### src/rtl/hazard_dest_pipe.sv
// Destination/write-enable/opcode pipeline (EX, MEM, WB) with bubble insertion,
// stall counter and stuck-stall watchdog. Optional HAZ_R0_SUPPRESS_EN drops writes to R0.
//
// state       | meaning
// WD_IDLE     | stall low on the last edge; consecutive-stall counter is zero
// WD_STALLING | stall held; counter tracks consecutive stall edges (sat. at MAX_STALL+1)
module hazard_dest_pipe #(
    parameter int              REG_W     = 4,
    parameter int              OP_W      = 6,
    parameter logic [OP_W-1:0] BUBBLE_OP = 6'h3F,
    parameter int              CNT_W     = 16,
    parameter int              MAX_STALL = 4
) (
    input  logic             clk,
    input  logic             reset,
    input  logic [REG_W-1:0] id_rd,
    input  logic             id_rw,
    input  logic [OP_W-1:0]  id_op,
    input  logic             id_valid,
    input  logic             stall,
    input  logic             flush,
    output logic [REG_W-1:0] rd2,
    output logic [REG_W-1:0] rd3,
    output logic [REG_W-1:0] rd4,
    output logic             rw2,
    output logic             rw3,
    output logic             rw4,
    output logic [OP_W-1:0]  ex_op,
    output logic [CNT_W-1:0] stall_cnt,
    output logic             stall_err
);

    localparam int WD_W = $clog2(MAX_STALL + 2);
    localparam logic [WD_W-1:0] WD_SAT = WD_W'(MAX_STALL + 1);
    localparam logic [WD_W-1:0] WD_MAX = WD_W'(MAX_STALL);

    typedef enum logic {WD_IDLE, WD_STALLING} wd_state_e;

    logic [REG_W-1:0] rd2_q, rd3_q, rd4_q, rd2_d;
    logic             rw2_q, rw3_q, rw4_q, rw2_d;
    logic             v2_q, v3_q, v4_q, v2_d;
    logic [OP_W-1:0]  op2_q, op2_d;
    logic [CNT_W-1:0] stall_cnt_q, stall_cnt_d;
    wd_state_e        wd_state_q, wd_state_d;
    logic [WD_W-1:0]  wd_cnt_q, wd_cnt_d;
    logic             err_q, err_d;
    logic             rw_in;

    // Invalid ID slots become full bubbles so a stale opcode can never look like a load.
    always_comb begin
        rw_in = id_rw;
`ifdef HAZ_R0_SUPPRESS_EN
        if (id_rd == '0) rw_in = 1'b0;
`endif
        rd2_d = id_rd;
        rw2_d = rw_in & id_valid;
        v2_d  = id_valid;
        op2_d = id_op;
        if (stall || flush || !id_valid) begin
            rd2_d = '0;
            rw2_d = 1'b0;
            v2_d  = 1'b0;
            op2_d = BUBBLE_OP;
        end
    end

    always_comb begin
        stall_cnt_d = stall_cnt_q;
        if (stall && (stall_cnt_q != '1)) stall_cnt_d = stall_cnt_q + 1'b1;
    end

    always_comb begin
        wd_state_d = wd_state_q;
        wd_cnt_d   = wd_cnt_q;
        err_d      = err_q;
        case (wd_state_q)
            WD_IDLE: begin
                if (stall) begin
                    wd_state_d = WD_STALLING;
                    wd_cnt_d   = WD_W'(1);
                end
            end
            WD_STALLING: begin
                if (stall) begin
                    if (wd_cnt_q != WD_SAT) wd_cnt_d = wd_cnt_q + 1'b1;
                end else begin
                    wd_state_d = WD_IDLE;
                    wd_cnt_d   = '0;
                end
            end
            default: begin
                wd_state_d = WD_IDLE;
                wd_cnt_d   = '0;
            end
        endcase
        if (stall && (wd_cnt_d > WD_MAX)) err_d = 1'b1;
    end

    always_ff @(posedge clk) begin
        if (reset) begin
            rd2_q       <= '0;
            rd3_q       <= '0;
            rd4_q       <= '0;
            rw2_q       <= 1'b0;
            rw3_q       <= 1'b0;
            rw4_q       <= 1'b0;
            v2_q        <= 1'b0;
            v3_q        <= 1'b0;
            v4_q        <= 1'b0;
            op2_q       <= BUBBLE_OP;
            stall_cnt_q <= '0;
            wd_state_q  <= WD_IDLE;
            wd_cnt_q    <= '0;
            err_q       <= 1'b0;
        end else begin
            rd4_q       <= rd3_q;
            rw4_q       <= rw3_q;
            v4_q        <= v3_q;
            rd3_q       <= rd2_q;
            rw3_q       <= rw2_q;
            v3_q        <= v2_q;
            rd2_q       <= rd2_d;
            rw2_q       <= rw2_d;
            v2_q        <= v2_d;
            op2_q       <= op2_d;
            stall_cnt_q <= stall_cnt_d;
            wd_state_q  <= wd_state_d;
            wd_cnt_q    <= wd_cnt_d;
            err_q       <= err_d;
        end
    end

    assign rd2       = rd2_q;
    assign rd3       = rd3_q;
    assign rd4       = rd4_q;
    assign rw2       = rw2_q & v2_q;
    assign rw3       = rw3_q & v3_q;
    assign rw4       = rw4_q & v4_q;
    assign ex_op     = op2_q;
    assign stall_cnt = stall_cnt_q;
    assign stall_err = err_q;

endmodule

### config.mk
export PLATFORM = sky130hd
export DESIGN_NAME = hazard_dest_pipe
export DESIGN_NICKNAME = d
export VERILOG_FILES = /design/src/rtl/hazard_dest_pipe.sv
export SDC_FILE = /design/constraint.sdc
export NUM_CORES = 1
export LEC_CHECK = 0
export ABC_AREA = 1
export CORE_MARGIN = 1.5
export CORE_UTILIZATION = 25
export DETAILED_ROUTE_END_ITERATION = 8
export SLEW_MARGIN = 20
export SYNTH_ARGS = -nofsm -noshare
export SYNTH_HDL_FRONTEND = slang
export SYNTH_SLANG_ARGS = --single-unit
### constraint.sdc
create_clock -name clk -period 1.3 [get_ports clk]
set_input_delay 0.39 -clock clk [delete_from_list [all_inputs] [get_ports clk]]
set_output_delay 0.39 -clock clk [all_outputs]
set_load 0.005 [all_outputs]
==> impl_metrics.json, run 1 <==
{
  "drc": 0,
  "timing_hold_violations_final": 0,
  "powerDensity_mw_per_mm2": 732,
  "die_h_um": 89.1,
  "nets": 388,
  "final-setup-viol-count": 18,
  "antenna_cells": 0,
  "synth_cells": 252,
  "failed_checks": "negative setup slack",
  "drive_above_1_share": 0.491,
  "worstPathCellList": "ha_4 > nand2_4 > nor2_4 > nand2_4 > o21ai_4 > buf_8 > nand2_4 > a21oi_2",
  "worstPathMaxFanout": 5,
  "cts_made_buffers": 5,
  "htree_levels": 2,
  "ant_nets": 0,
  "clk_pin_slew_ns": 0.09,
  "synth_common_cells": "62 x nand2_1, 45 x dfxtp_1, 42 x nor2_1",
  "netlist_area_mm2": 0.00185,
  "yosysMostFrequentCell": "nand2_1",
  "hold_ws_ns": 0.420,
  "firstDrtPassIters": 4,
  "worst-r2r-cell-count": 8,
  "slew_headroom": 0.825,
  "hold_class": "reg -> reg",
  "peakVddDrop_v": 0.000587,
  "holdBufCountCts": 0,
  "finalCriticalPeriod_ns": 1.43,
  "grt-ovfl-total": 0,
  "seq_area_frac_synth": 0.486,
  "startpoint_type": "flip-flop",
  "drt_wl_total_um": 5490,
  "rsz0062_at_grt": "true",
  "fp-row-count": 31,
  "max_stage_delay_ns": 0.37,
  "ys_top_cells_by_area": "dfxtp_1 49%, nand2_1 13%, nor2_1 8.5%",
  "grt_pass1_vias": 1954,
  "die_area_mm2": 0.00794,
  "regArea_um2": 947,
  "drv_cap": 0,
  "initial_core_util": 0.257,
  "synth_top_area_frac": 0.486,
  "synth_nets": 271,
  "crit_type": "reg -> reg",
  "outcome": "finished with violations",
  "cp_data_arrival_time_ns": 1.66,
  "fin_crit_sh": 1.10,
  "synth-edff-count": 0,
  "ys_ff_latch": 45,
  "max_clock_freq_ghz": 0.701,
  "antenna_found_initial": 0,
  "portBuffers": 53,
  "gp_congestion": 0.777,
  "clockBufferDepth": 2,
  "cpMostUsedCell": "nand2_4",
  "cts.sinks": 45,
  "fin_cells": 468,
  "synth_cell_types": 25,
  "place_inst": 445,
  "place_hpwl_um": 3570,
  "grt_max_degree": 15,
  "grt_pass1_wl_um": 8480,
  "final_max_slew_viol_count": 0,
  "end_kind": "flip-flop",
  "layout_setup_ws_ns": -0.127,
  "cp_slowest_cell": "dfxtp_4",
  "cts_tree": "yes",
  "n_fill_cell": 727,
  "clockRootBuffer": "clkbuf_8",
  "drtIter0Drc": 47,
  "syn2layout_area_growth_pct": 86.2,
  "async_reset_ff_frac": 0,
  "syn_area_per_cell_um2": 7.36,
  "post_drt_wl_per_cell_um": 11.7,
  "required_ns": 1.53,
  "fp.dieW_um": 89.1,
  "yosys_warnings": 0,
  "clk_latency_ns": 0.30,
  "core_mm2": 0.00721,
  "fin_skew_ns": 0.00361,
  "power_leakage_uw": 0.00162,
  "grt_usage": 0.139,
  "worst_slew_pin_slew_ns": 0.260,
  "whs_path_depth": 2,
  "multi_input_area_mm2": 0.00114,
  "ys.flop_type": "dfxtp_1",
  "dr_total_vias": 1973,
  "synth_top_area_cell": "dfxtp_1",
  "io_pins": 54,
  "via_per_inst": 4.22
}
[worst max-delay path, delay by kind of cell (launching register included)]
family | cells | cell delay, ns
adders and majority gates | 1 | 0.15
DFF | 1 | 0.37
buffers and inverters | 1 | 0.18
AOI/OAI and AO/OA | 2 | 0.35
and+or+nand+nor | 4 | 0.31
[routing by layer]
metal | vias up | part of all wire | global-route usage
met1 | 903 | 0.37 | 0.150
met4 | 0 | 0.011 | 0.0252
met5 | - | 0 | 0
met3 | 7 | 0.081 | 0.0702
met2 | 61 | 0.54 | 0.245
li1 | 1002 | - | -
[cells by family (layout without fill, tap and decap cells)]
family / count (synthesis) / count (layout) / share of synthesized area
AO/OA/AOI/OAI: 19 / 19 / 0.0587
XOR/XNOR: 7 / 7 / 0.0331
adder cells (fa/ha/maj): 3 / 3 / 0.0202
buffers and inverters: 42 / 159 / 0.0897
flip-flops: 45 / 45 / 0.486
AND/OR/NAND/NOR: 136 / 136 / 0.312
[timing repair]
item / CTS / global route
buffers inserted: 18 / 4
pin swaps: 28 / 32
cloned: 1 / 0
resized for setup: 141 / 87
setup endpoints to repair: 63 / 50
[power breakdown]
part           leakage, uW  switching (uW)  internal [uW]  total (uW)
Combinational      0.00120             122            137         258
Sequential        0.000379            10.7           1390        1400
Clock            0.0000402             494            371         865
Total              0.00162             626           1900        2530
[path summary, 6_finish.rpt]
kind | startpoint | endpoint | slack (ns)
setup / recovery | stall_cnt[1]$_SDFFE_PP0P_ | stall_cnt[11]$_SDFFE_PP0P_ | -0.13
hold / removal | rw3_q$_SDFF_PP0_ | rw4_q$_SDFF_PP0_ | 0.42
setup reg to reg | stall_cnt[1]$_SDFFE_PP0P_ | stall_cnt[11]$_SDFFE_PP0P_ | -0.13
hold reg to reg | rw3_q$_SDFF_PP0_ | rw4_q$_SDFF_PP0_ | 0.42
[registers in the layout, indices dropped and copies added (netlist names)]
name,cells
ex_op,6
rw4_q,1
rw2_q,1
stall_err,1
v3_q,1
rw3_q,1
v2_q,1
v4_q,1
rd3,4
wd_state_q,1
rd2,4
rd4,4
stall_cnt,16
wd_cnt_q,3
[layout by cell type (no fill, tap or decap), types with 2 or more instances in the layout]
master and count:
dfxtp_1 16, nand3_2 4, dfxtp_2 25, nand2_4 18
dfxtp_4 4, clkdlybuf4s50_1 14, buf_2 5, clkdlybuf4s15_1 22
nor2_1 31, nand4_1 6, inv_2 4, or2_2 3
buf_6 16, nor2_4 11, dlygate4sd2_1 7, or2_1 3
xor2_1 5, inv_1 33, nand3_1 5, nand2_1 35
nand3_4 2, nand2_2 11, xnor2_1 2, clkbuf_8 5
o21ai_1 2, clkbuf_2 4, buf_4 45, ha_1 2
nor2_2 3, nor3_2 2, a21oi_2 13
[final cells by class]
cell class / instances / share of cell area
Tap cell: 99 / 0.0359
Sequential cell: 45 / 0.274
Clock buffer: 5 / 0.0199
Inverter: 37 / 0.0402
Multi-Input combinational cell: 165 / 0.330
Timing Repair Buffer: 115 / 0.295
Clock inverter: 2 / 0.00471
[metrics by stage]
stage	TNS [ns]	utilization	power [uW]	setup WS, ns	cell area [um2]
2_1_floorplan	0	-	1520	0.00358	1880
3_3_place_gp	-12.49	0.396	1650	-0.419	2850
3_5_place_dp	-12.58	0.396	1650	-0.420	2850
4_1_cts	-1.34	0.456	2570	-0.125	3290
5_1_grt	-2.57	0.479	2670	-0.236	3450
6_report	-1.36	0.479	2530	-0.127	3450
No activity file was read; power rests on OpenSTA's default activity.
==> run 2, diff against run 1 <==
CORE_ASPECT_RATIO = 1.75   (was default)
==> impl_metrics.json, run 2 (same netlist as run 1, synthesis figures left out) <==
{
  "die_area_mm2": 0.00796,
  "hold_class": "in -> reg",
  "initial_core_util": 0.258,
  "startpoint_type": "flip-flop",
  "worstPathMaxFanout": 5,
  "drive_above_1_share": 0.473,
  "pwr-share-comb": 0.089,
  "switching_share": 0.238,
  "drc": 0,
  "clockRootBuffer": "clkbuf_16",
  "grt_max_degree": 18,
  "final_max_slew_viol_count": 0,
  "slew_headroom": 0.843,
  "fin_skew_ns": 0.00520,
  "powerDensity_mw_per_mm2": 865,
  "clockBufferDepth": 2,
  "grt-ovfl-total": 0,
  "p_seq_frac": 0.469,
  "antenna_found_initial": 0,
  "final_cell_mix": "45 x buf_4, 34 x nand2_1, 31 x inv_1, 31 x nor2_1, 24 x dlygate4sd2_1",
  "htree_levels": 2,
  "core_mm2": 0.00718,
  "finalCriticalPeriod_ns": 1.38,
  "power_leakage_uw": 0.00160,
  "outcome": "finished with violations",
  "end_kind": "flip-flop",
  "fp.dieW_um": 68.1,
  "max_clock_freq_ghz": 0.723,
  "clk_latency_ns": 0.29,
  "final-setup-viol-count": 16,
  "ant_nets": 0,
  "place_hpwl_um": 3510,
  "gp_congestion": 0.805,
  "grt_usage": 0.138,
  "p_sw_uw": 711,
  "grt_pass1_vias": 1965,
  "placed_cell_area_mm2": 0.00281,
  "final_util": 0.481,
  "layout_setup_ws_ns": -0.0829,
  "cts_made_buffers": 5,
  "fp-row-count": 41,
  "cts.sinks": 45,
  "drt_wl_total_um": 5000,
  "grt_pass1_wl_um": 8200,
  "cts_tree": "yes",
  "place_inst": 427,
  "fin_cells": 454,
  "intPower_uw": 2280,
  "fin_crit_sh": 1.06,
  "drtIter0Drc": 26,
  "firstDrtPassIters": 4,
  "cp_data_arrival_time_ns": 1.61,
  "largest_reg_flops": 16,
  "design_area_mm2": 0.00345,
  "rsz0062_at_grt": "true",
  "drv_cap": 0,
  "required_ns": 1.53,
  "antenna_cells": 0,
  "syn2layout_area_growth_pct": 86.3,
  "preCtsSetupSlack_ns": -0.308,
  "layout_commonest_cell": "buf_4",
  "crit_type": "reg -> reg",
  "io_pins": 54,
  "cp-startpoint": "stall_cnt[0]$_SDFFE_PP0P_",
  "via_per_inst": 4.36,
  "die_h_um": 117,
  "portBuffers": 53,
  "worst_slew_pin_slew_ns": 0.233,
  "nets": 386,
  "post_drt_wl_per_cell_um": 11.0,
  "timing_hold_violations_final": 0,
  "clk_pin_slew_ns": 0.07,
  "dr_total_vias": 1979,
  "peakVddDrop_v": 0.000853,
  "failed_checks": "negative setup slack",
  "hp-start": "stall",
  "clock_power_share": 0.442,
  "rr_startpoint": "stall_cnt[0]$_SDFFE_PP0P_"
}
run 2: cell types whose count changed in the layout (fill, tap and decap cells not counted), moves of 6 or more:
cell and delta:
clkdlybuf4s15_1 -15, dfxtp_1 +6, dfxtp_2 -9, dlygate4sd2_1 +17
nand2_2 +12, nand2_4 -11
run 2: per-layer routing:
metal	GRT usage	up-vias	part of all wire
met5	0	-	0
met2	0.256	45	0.58
li1	-	1000	-
met1	0.131	925	0.35
met4	0.0627	0	0.022
met3	0.0468	9	0.051
run 2: critical path, cell delays in order, from the launching register on:
cell     delay, ns
dfxtp_4       0.36
ha_4          0.14
nand2_4       0.05
nor2_4        0.14
nand2_4       0.10
o21ai_4       0.21
buf_6         0.16
nand2_2       0.05
a21oi_1       0.10
run 2: power by group through the flow:
stage	Sequential [uW]	Clock, uW	Combinational [uW]
floorplan	1440	0	74.1
global placement	1440	0	208
detailed placement	1440	0	209
CTS	1400	1370	230
global route	1400	1430	290
finish	1400	1320	265
run 2: worst paths after layout:
| check | slack [ns] | endpoint | cells after the start |
|---|---|---|---|
| min reg2reg | 0.42 | rd3[0]$_SDFF_PP0_ | 2 |
| max reg2reg | -0.08 | stall_cnt[3]$_SDFFE_PP0P_ | 8 |
| min | 0.41 | v2_q$_SDFF_PP0_ | 4 |
| max | -0.08 | stall_cnt[3]$_SDFFE_PP0P_ | 8 |
run 2: timing repair:
item	CTS	global route
hold buffers	0	0
setup endpoints to repair	55	40
setup buffers	14	6
cloned	0	0
pin swaps	29	27
gates resized for setup	131	58
run 2: layout make-up:
type                            count  area (um2)
Fill cell                         719        3730
Multi-Input combinational cell    165        1100
Timing Repair Buffer              113        1000
Sequential cell                    45         947
Inverter                           37         141
Clock buffer                        5         125
Tap cell                           86         108
Clock inverter                      3        28.8
run 2: per-stage QoR:
stage               power [uW]  hold WS [ns]  TNS, ns
floorplan                 1520         0.403        0
global placement          1650         0.408    -9.77
detailed placement        1650         0.411    -9.99
CTS                       3010         0.419    -1.05
global route              3120         0.426    -1.72
finish                    2990         0.406   -0.789
==> run 3, diff against run 2 <==
CORE_UTILIZATION = 42   (was 25)
HOLD_SLACK_MARGIN = 0.06   (was default)
PLACE_DENSITY = 0.75   (was default)
==> impl_metrics.json, run 3 (same netlist as run 1, synthesis figures left out) <==
{
  "die_area_mm2": 0.00484,
  "max_stage_delay_ns": 0.36,
  "clk_latency_ns": 0.30,
  "antenna_found_initial": 0,
  "grt_usage": 0.222,
  "use_met3": 0.0662,
  "required_ns": 1.53,
  "core_mm2": 0.00419,
  "total_power_uw": 2550,
  "firstDrtPassIters": 5,
  "crit_type": "reg -> reg",
  "p_sw_uw": 630,
  "drive_above_1_share": 0.441,
  "drt_wl_total_um": 6010,
  "htree_levels": 2,
  "grt_max_degree": 18,
  "cts_tree": "yes",
  "grt-ovfl-total": 0,
  "portBuffers": 53,
  "whs_path_depth": 2,
  "clock_power_share": 0.346,
  "n_fill_cell": 273,
  "final-setup-viol-count": 17,
  "final_max_slew_viol_count": 0,
  "ant_nets": 0,
  "design_area_mm2": 0.00326,
  "post_drt_wl_per_cell_um": 14.2,
  "layout_setup_ws_ns": -0.282,
  "final.setup.tns_ns": -3.18,
  "worstPathCellList": "buf_6 > ha_4 > nand2_4 > nor2_4 > nand2_4 > o21ai_4 > clkbuf_16 > nand2_4 > a21oi_2",
  "place_hpwl_um": 3330,
  "via_per_inst": 5.00,
  "grt_pass1_vias": 2059,
  "outcome": "finished with violations",
  "worstPathMaxFanout": 5,
  "fin_skew_ns": 0.0104,
  "power_leakage_uw": 0.00152,
  "die_h_um": 90.9,
  "rsz0062_at_grt": "true",
  "gp_congestion": 0.805,
  "max_clock_freq_ghz": 0.632,
  "drv_cap": 0,
  "preCtsSetupSlack_ns": -0.508,
  "drc": 0,
  "cp_slowest_cell": "dfxtp_4",
  "io_pins": 54,
  "initial_core_util": 0.443,
  "cp_data_arrival_time_ns": 1.81,
  "worst_slew_pin_slew_ns": 0.308,
  "cpMostUsedCell": "nand2_4",
  "multi_input_area_um2": 978,
  "startpoint_type": "flip-flop",
  "busiest_layer": "met2",
  "final_util": 0.779,
  "met1_usage": 0.185,
  "timing_hold_violations_final": 0,
  "switching_share": 0.247,
  "slew_headroom": 0.795,
  "fp.dieW_um": 53.2,
  "dr_total_vias": 2114,
  "syn2layout_area_growth_pct": 76.0,
  "failed_checks": "negative setup slack",
  "peakVddDrop_v": 0.000946,
  "antenna_cells": 0,
  "cts.sinks": 45,
  "clockRootBuffer": "clkbuf_8",
  "drtIter0Drc": 49,
  "fin_crit_sh": 1.22,
  "clockBufferDepth": 2,
  "clk_pin_slew_ns": 0.09,
  "powerDensity_mw_per_mm2": 783,
  "worst-r2r-cell-count": 9,
  "pwr-share-comb": 0.104,
  "hold_class": "reg -> reg",
  "cts_made_buffers": 5,
  "end_kind": "flip-flop",
  "final_cell_mix": "55 x buf_4, 46 x nand2_1, 34 x inv_1, 33 x nor2_1, 23 x dfxtp_2",
  "placed_cell_area_mm2": 0.00274,
  "regArea_um2": 941,
  "finalCriticalPeriod_ns": 1.58,
  "met2_usage": 0.418,
  "nets": 392,
  "p_seq_frac": 0.550,
  "grt_pass1_wl_um": 8110,
  "largest_reg_flops": 16,
  "intPower_uw": 1920,
  "fp-row-count": 31,
  "layout_commonest_cell": "buf_4"
}
run 3: changes by cell type in the layout (fill, tap and decap cells not counted), moves of 4 or more:
| cell | delta |
|---|---|
| nor2_4 | -4 |
| dfxtp_2 | +7 |
| clkbuf_8 | +5 |
| buf_6 | -6 |
| clkdlybuf4s15_1 | +4 |
| dfxtp_4 | -4 |
| buf_4 | +10 |
| nand2_2 | -10 |
| dlygate4sd2_1 | -6 |
| nand2_1 | +12 |
run 3: worst max-delay path: cells and delay by family (launching register included):
| kind | cells | cell delay (ns) |
|---|---|---|
| AO/OA/AOI/OAI | 2 | 0.39 |
| flip-flops | 1 | 0.36 |
| buffers and inverters | 2 | 0.29 |
| adder cells (fa/ha/maj) | 1 | 0.13 |
| AND/OR/NAND/NOR | 4 | 0.34 |
run 3: path summary, 6_finish.rpt:
path | start | to | slack [ns]
min | v3_q$_SDFF_PP0_ | v4_q$_SDFF_PP0_ | 0.42
max reg2reg | stall_cnt[1]$_SDFFE_PP0P_ | stall_cnt[11]$_SDFFE_PP0P_ | -0.28
max | stall_cnt[1]$_SDFFE_PP0P_ | stall_cnt[11]$_SDFFE_PP0P_ | -0.28
min reg2reg | v3_q$_SDFF_PP0_ | v4_q$_SDFF_PP0_ | 0.42
run 3: what timing repair did:
item	4_1_cts	5_1_grt
resized for setup	96	68
buffers inserted	17	10
hold buffers	0	0
pin swaps	3	21
gates cloned	1	1
endpoints found under the setup margin	67	40
run 3: layout make-up:
class	instances	share of cell area
Inverter	37	0.0433
Sequential cell	45	0.288
Multi-Input combinational cell	165	0.300
Tap cell	49	0.0188
Clock buffer	5	0.0211
Clock inverter	3	0.00613
Timing Repair Buffer	119	0.322
run 3: through the flow:
| stage | hold slack, ns | instances |
|---|---|---|
| 2_1_floorplan | 0.403 | 252 |
| 3_3_place_gp | 0.406 | 386 |
| 3_5_place_dp | 0.409 | 386 |
| 4_1_cts | 0.420 | 412 |
| 5_1_grt | 0.429 | 423 |
| 6_report | 0.419 | 423 |
run 3: routing by layer:
layer  wire length [um]  part of all wire
met1               2050              0.34
met2               3290              0.55
met3                362             0.060
met4                302             0.050
met5                  0                 0
run 3: power by group through the flow:
stage               combinational, uW  sequential (uW)  clock (uW)
floorplan                        74.1             1440           0
global placement                  195             1440           0
detailed placement                198             1440           0
CTS                               218             1410         904
global route                      287             1410         964
finish                            265             1410         883
